==> src/rtl/fifo_wptr_full.sv <==
// fifo_wptr_full: write-domain side of the asynchronous FIFO.
// Keeps the binary write pointer and drives the memory write strobe and
// address. Publishes a registered Gray write pointer, synchronises the read
// domain's Gray pointer through two flops and derives a registered full flag.
// Optional almost-full flag: define FIFO_ALMOST_FULL_EN to build it; when the
// macro is undefined, walmost_full is tied low.
module fifo_wptr_full #(
  parameter int ADDR_WIDTH   = 4,
  parameter int AFULL_THRESH = 12
) (
  input  logic                  wclk,
  input  logic                  wrst,
  input  logic                  winc,
  input  logic [ADDR_WIDTH:0]   rptr_gray,
  output logic                  wen,
  output logic [ADDR_WIDTH-1:0] waddr,
  output logic [ADDR_WIDTH:0]   wptr_gray,
  output logic                  wfull,
  output logic                  walmost_full,
  output logic                  woverflow
);

  localparam int P = ADDR_WIDTH + 1;

  // Registered state
  logic [P-1:0] wbin_q,  wbin_d;
  logic [P-1:0] wgray_q, wgray_d;
  logic [P-1:0] rq1_q,   rq1_d;
  logic [P-1:0] rq2_q,   rq2_d;
  logic         wfull_q, wfull_d;
  logic         woverflow_q, woverflow_d;

  // Combinational helpers
  logic         wpush;
  logic [P-1:0] full_pat;

  // Accept a write only when not full; pointer advances modulo 2^P
  always_comb begin
    wpush   = winc & ~wfull_q;
    wbin_d  = wbin_q + {{ADDR_WIDTH{1'b0}}, wpush};
    wgray_d = wbin_d ^ (wbin_d >> 1);
  end

  // Full when the next write pointer equals the synchronised read pointer
  // with its two MSBs inverted (one full lap ahead, in Gray terms)
  always_comb begin
    full_pat    = {~rq2_q[P-1:P-2], rq2_q[P-3:0]};
    wfull_d     = (wgray_d == full_pat);
    woverflow_d = winc & wfull_q;
    rq1_d       = rptr_gray;
    rq2_d       = rq1_q;
  end

  // Pointer, synchroniser and flag registers with synchronous reset
  always_ff @(posedge wclk) begin
    if (wrst) begin
      wbin_q      <= '0;
      wgray_q     <= '0;
      rq1_q       <= '0;
      rq2_q       <= '0;
      wfull_q     <= 1'b0;
      woverflow_q <= 1'b0;
    end else begin
      wbin_q      <= wbin_d;
      wgray_q     <= wgray_d;
      rq1_q       <= rq1_d;
      rq2_q       <= rq2_d;
      wfull_q     <= wfull_d;
      woverflow_q <= woverflow_d;
    end
  end

`ifdef FIFO_ALMOST_FULL_EN
  localparam logic [P-1:0] AFULL_P = P'(AFULL_THRESH);

  logic [P-1:0] rbin;
  logic [P-1:0] level;
  logic         walmost_full_q, walmost_full_d;

  // Gray-to-binary of the synchronised read pointer: MSB passes through,
  // each lower bit is the XOR of the bit above (binary) and its Gray bit
  always_comb begin
    rbin[P-1] = rq2_q[P-1];
    for (int unsigned i = 1; i < P; i++) begin
      rbin[P-1-i] = rbin[P-i] ^ rq2_q[P-1-i];
    end
  end

  // Fill level after this cycle's write, compared against the threshold
  always_comb begin
    level          = wbin_d - rbin;
    walmost_full_d = (level >= AFULL_P);
  end

  // Almost-full register with synchronous reset
  always_ff @(posedge wclk) begin
    if (wrst) walmost_full_q <= 1'b0;
    else      walmost_full_q <= walmost_full_d;
  end

  assign walmost_full = walmost_full_q;
`else
  assign walmost_full = 1'b0;
`endif

  assign wen       = wpush;
  assign waddr     = wbin_q[ADDR_WIDTH-1:0];
  assign wptr_gray = wgray_q;
  assign wfull     = wfull_q;
  assign woverflow = woverflow_q;

endmodule

==> config.mk <==
export PLATFORM = sky130hd
export DESIGN_NAME = fifo_wptr_full
export DESIGN_NICKNAME = d
export VERILOG_FILES = /design/src/rtl/fifo_wptr_full.sv
export SDC_FILE = /design/constraint.sdc
export NUM_CORES = 1
export LEC_CHECK = 0
export CAP_MARGIN = 5
export CORE_MARGIN = 2
export CORE_UTILIZATION = 40
export CTS_BUF_LIST = sky130_fd_sc_hd__clkbuf_16
export DETAILED_ROUTE_END_ITERATION = 6
export GPL_TIMING_DRIVEN = 0
export PLACE_DENSITY = 0.68
export SLEW_MARGIN = 20
export SYNTH_ARGS = -nofsm -noshare
export SYNTH_HDL_FRONTEND = slang
export SYNTH_SLANG_ARGS = --single-unit
==> constraint.sdc <==
create_clock -name wclk -period 5.28 [get_ports wclk]
set_clock_uncertainty 0.2 [all_clocks]
set_input_delay 1.056 -clock wclk [delete_from_list [all_inputs] [get_ports wclk]]
set_output_delay 1.056 -clock wclk [all_outputs]
set_load 0.1 [all_outputs]
* Word-level counts from Yosys, hierarchy flattened
Index checks and enable logic that the tools add are counted.
Storage, ports and cells: word-level logic and storage cells 13, flip-flop bits (word level) 22, input bits 8
Cells by class: add/subtract/negate cells 1, bitwise logic cells 5, eq/ne operators 1
Operators by type and width (number):
- adder 5 x 1 -> 5 bit | 1
- == test 5 bit | 1
- bitwise XOR 5 x 4 -> 5 bit | 1
- AND 1 bit | 2
- NOT 2 bit | 1
- NOT 1 bit | 1

* Depth between registers and ports, before layout
depth in word-level cells 5, mapped depth 8, mapped depth without buffers 7

* Worst setup path after synthesis
Ideal clock, no wire load.
kind input to register, start input port winc, end register wfull_q (netlist: wfull), data required time 4.977 ns, slack 0.782 ns, library setup time 0.103 ns, stages 8, data arrival time 4.195 ns, cell sequence nor2b_1 -> ha_1 -> ha_1 -> buf_6 -> xor3_1 -> or3_1 -> a21o_1 -> a2111oi_2
On the way: word-level cells in the longest chain between the ends 4
Ends and longest elaborated chain:
- from (decl) | RTL line 13 | input logic winc,
- AND 1 bit | RTL line 39 | wpush = winc & ~wfull_q;
- adder 5 x 1 -> 5 bit | RTL line 40 | wbin_d = wbin_q + {{ADDR_WIDTH{1'b0}}, wpush};
- bitwise XOR 5 x 4 -> 5 bit | RTL line 41 | wgray_d = wbin_d ^ (wbin_d >> 1);
- == test 5 bit | RTL line 48 | wfull_d = (wgray_d == full_pat);
- to (signal assigned) | RTL line 68 | wfull_q <= wfull_d;
- to (decl) | RTL line 30 | logic wfull_q, wfull_d;
Every way passes these cells. A chain may end at the register's enable or synchronous reset.

* Worst setup path in the final report
start input port winc, end output port wen
On the way: word-level cells in the longest chain between the ends 1
Ends and longest elaborated chain:
- AND 1 bit | RTL line 39
- to (decl) | RTL line 15 | output logic wen,
Every way passes these cells.

==> flow_metrics.tcl <==
set metrics [dict create \
    muxShareOfSynthArea_pct 0 \
    syn_inst 92 \
    final_util_pct 55.6 \
    tightest_slew_ns 0.969 \
    place.gp.congestion 0.807 \
    grt_start_max_net_pins 12 \
    fmax_mhz 242 \
    die_w_um 51.8 \
    clk-insertion-delay-late_ns 0.25 \
    cp-start-kind "primary input" \
    status "complete, no violations" \
    antenna_found_initial 0 \
    pin_count 21 \
    initial_core_util_pct 41.7 \
    slowest_delay_ns 1.16 \
    cts_tree "yes" \
    hold_ws_ns 0.235 \
    cts_made_buffers 3 \
    critPathArrivalTime_ns 2.88 \
    rows 17 \
    layout_common_cells "dfxtp_1 (21), clkdlybuf4s50_1 (19), nor2b_1 (14), nor2_1 (7), xor2_1 (6)" \
    synthFlopType "dfxtp_1" \
    clockBufferDepth 2 \
    path_clk_slew_ns 0.06 \
    dpl_worst_slack_ns 1.16 \
    yosys_warnings 0 \
    drc_errors 0 \
    final_common_cell "dfxtp_1" \
    fin_nets 126 \
    seqCellArea_sq_um 420 \
    synth_edf_count 0 \
    drv_cap 0 \
    synthAdderAreaFrac_pct 2.74 \
    maxSlewHeadroom_pct 35.2 \
    htree_levels 1 \
    drt_pass1_iterations 1 \
    grt_use_total_pct 14.2 \
    synthSimpleGateAreaFrac_pct 22.4 \
    fin_ws_ns 1.14 \
    final_max_slew_viol_count 0 \
    rsz0062_at_grt "false" \
    vias_per_cell 4.69 \
    crit_top_cell "clkdlybuf4s50_1" \
    synth-compound-area-share_pct 9.85 \
    die-height_um 51.8 \
    routed-via-count 670 \
    cts.sink_count 21 \
    path_class "primary input to primary output" \
    cts_resized 0 \
    wl_per_cell_um 10.2 \
    powerDensity_nw_per_um2 329 \
    wl_um 1460 \
    period_needed_ns 4.14 \
    peakVddDrop_mv 0.172 \
    synth_seq_area_share_pct 46.0 \
    area_growth_syn_to_layout_pct 33.2 \
    cpMaxStageDelayCell "clkdlybuf4s50_1" \
    synth_cell_types 30 \
    io_buffers 19 \
    clock-root-buffer "clkbuf_16" \
    grt_pass1_wl_um 2700 \
    syn_nets 102 \
    critPathMaxFanout 2 \
    synth_area_sq_um 915 \
    grt.overflow.total 0 \
    path_delay_family "buffers and inverters" \
    ys_seq_elements 21 \
    core_sq_um 2190 \
    critPathCaptureType "primary output" \
    post_cts_buffers 0 \
    drt-initial-drc-count 0 \
    cp.buffers_inverters 2 \
    die-area_sq_um 2690 \
    ctsHoldBuffers 0 \
    finalSetupViolCount 0 \
    cp.required_ns 4.02 \
    p_leak_nw 0.492 \
    setup_tns_ns 0 \
    hold_viol 0 \
    async_flop_share_pct 0 \
    multi_input_area_sq_um 450 \
    total_power_uw 400 \
    cp_cell_sequence "clkdlybuf4s50_1, nor2b_1, clkdlybuf4s50_1" \
    dpl.hpwl_um 1070 \
    antenna_left 0 \
    drive_gt1_share_pct 6.96 \
    synthXorXnorAreaFrac_pct 13.8 \
    num_antenna_cells 0 \
    synth.avg_cell_area_sq_um 9.94 \
    synth_top_family_by_area "simple AND/OR/NAND/NOR gates" \
    nFillCells 197 \
    period_share_pct 78.3 \
    grt_pass1_vias 670 \
    hold_class "flip-flop to flip-flop" \
]
[Yosys cell counts, drive strengths merged (2+ instances only)]
library cell  number  area (sq um)
o21ai              4          20.0
nor3b              2          15.0
dfxtp             21           420
a21oi              3          15.0
buf                4          28.8
xnor2              3          26.3
xor3               2          47.6
nor2               7          26.3
xor2               6          52.6
o21a               2          15.0
clkbuf             2          7.51
nand2              2          7.51
nor2b             14          87.6
inv                2          7.51
nand3              3          15.0
nor3               3          15.0
ha                 2          25.0
[routing by layer]
layer | share of wire (%) | vias up | GRT usage [%]
met1 | 42 | 296 | 14.9
met3 | 5.1 | 6 | 4.60
met4 | 3.9 | 0 | 10.5
met2 | 48 | 18 | 23.4
met5 | 0 | - | 0
li1 | - | 350 | -
[cell families after synthesis]
logic type      count (synthesis)
simple gates                   36
flops                          21
compound gates                 13
xor+xnor                       11
buf+inv                         8
fa+ha+maj                       2
other cells                     1
[report_power, final]
group | switching, mW | total, mW | internal, mW
clock | 0.0549 | 0.156 | 0.101
sequential | 0.00335 | 0.169 | 0.166
combinational | 0.0504 | 0.0752 | 0.0247
[final timing paths]
kind | cells after the start | slack [ns] | start | to
setup reg to reg | 8 | 2.76 | wfull$_SDFF_PP0_ | wfull$_SDFF_PP0_
hold reg to reg | 1 | 0.23 | rq1_q[3]$_SDFF_PP0_ | rq2_q[3]$_SDFF_PP0_
hold / removal | 1 | 0.23 | rq1_q[3]$_SDFF_PP0_ | rq2_q[3]$_SDFF_PP0_
setup / recovery | 3 | 1.14 | winc | wen
[worst register-to-register path: stages, from the launching register on]
cell	delay, ns
dfxtp_1	0.32
nor2b_1	0.16
ha_1	0.29
ha_1	0.20
buf_6	0.14
xor3_1	0.32
or3_1	0.35
a21o_1	0.19
a2111oi_2	0.23
[registers in the layout, indices dropped and copies added, names as in the netlist]
signal and cells:
rq2_q 5, wfull 1, wbin_q 5, woverflow 1, wptr_gray 4, rq1_q 5
[per-stage QoR]
step | instance area (sq um) | cells
floorplan | 915 | 92
global placement | 1140 | 139
detailed placement | 1140 | 139
CTS | 1220 | 143
global route | 1220 | 143
finish | 1220 | 143
[final cells by class]
cell class,count,share of cell area [%]
multi-input combinational,63,37.0
sequential,21,34.5
timing repair buffer,19,15.6
clock buffer,3,6.16
buffer,6,2.98
tap,28,2.87
inverter,2,0.616
clock inverter,1,0.308
No activity file was read; power rests on OpenSTA's default activity.
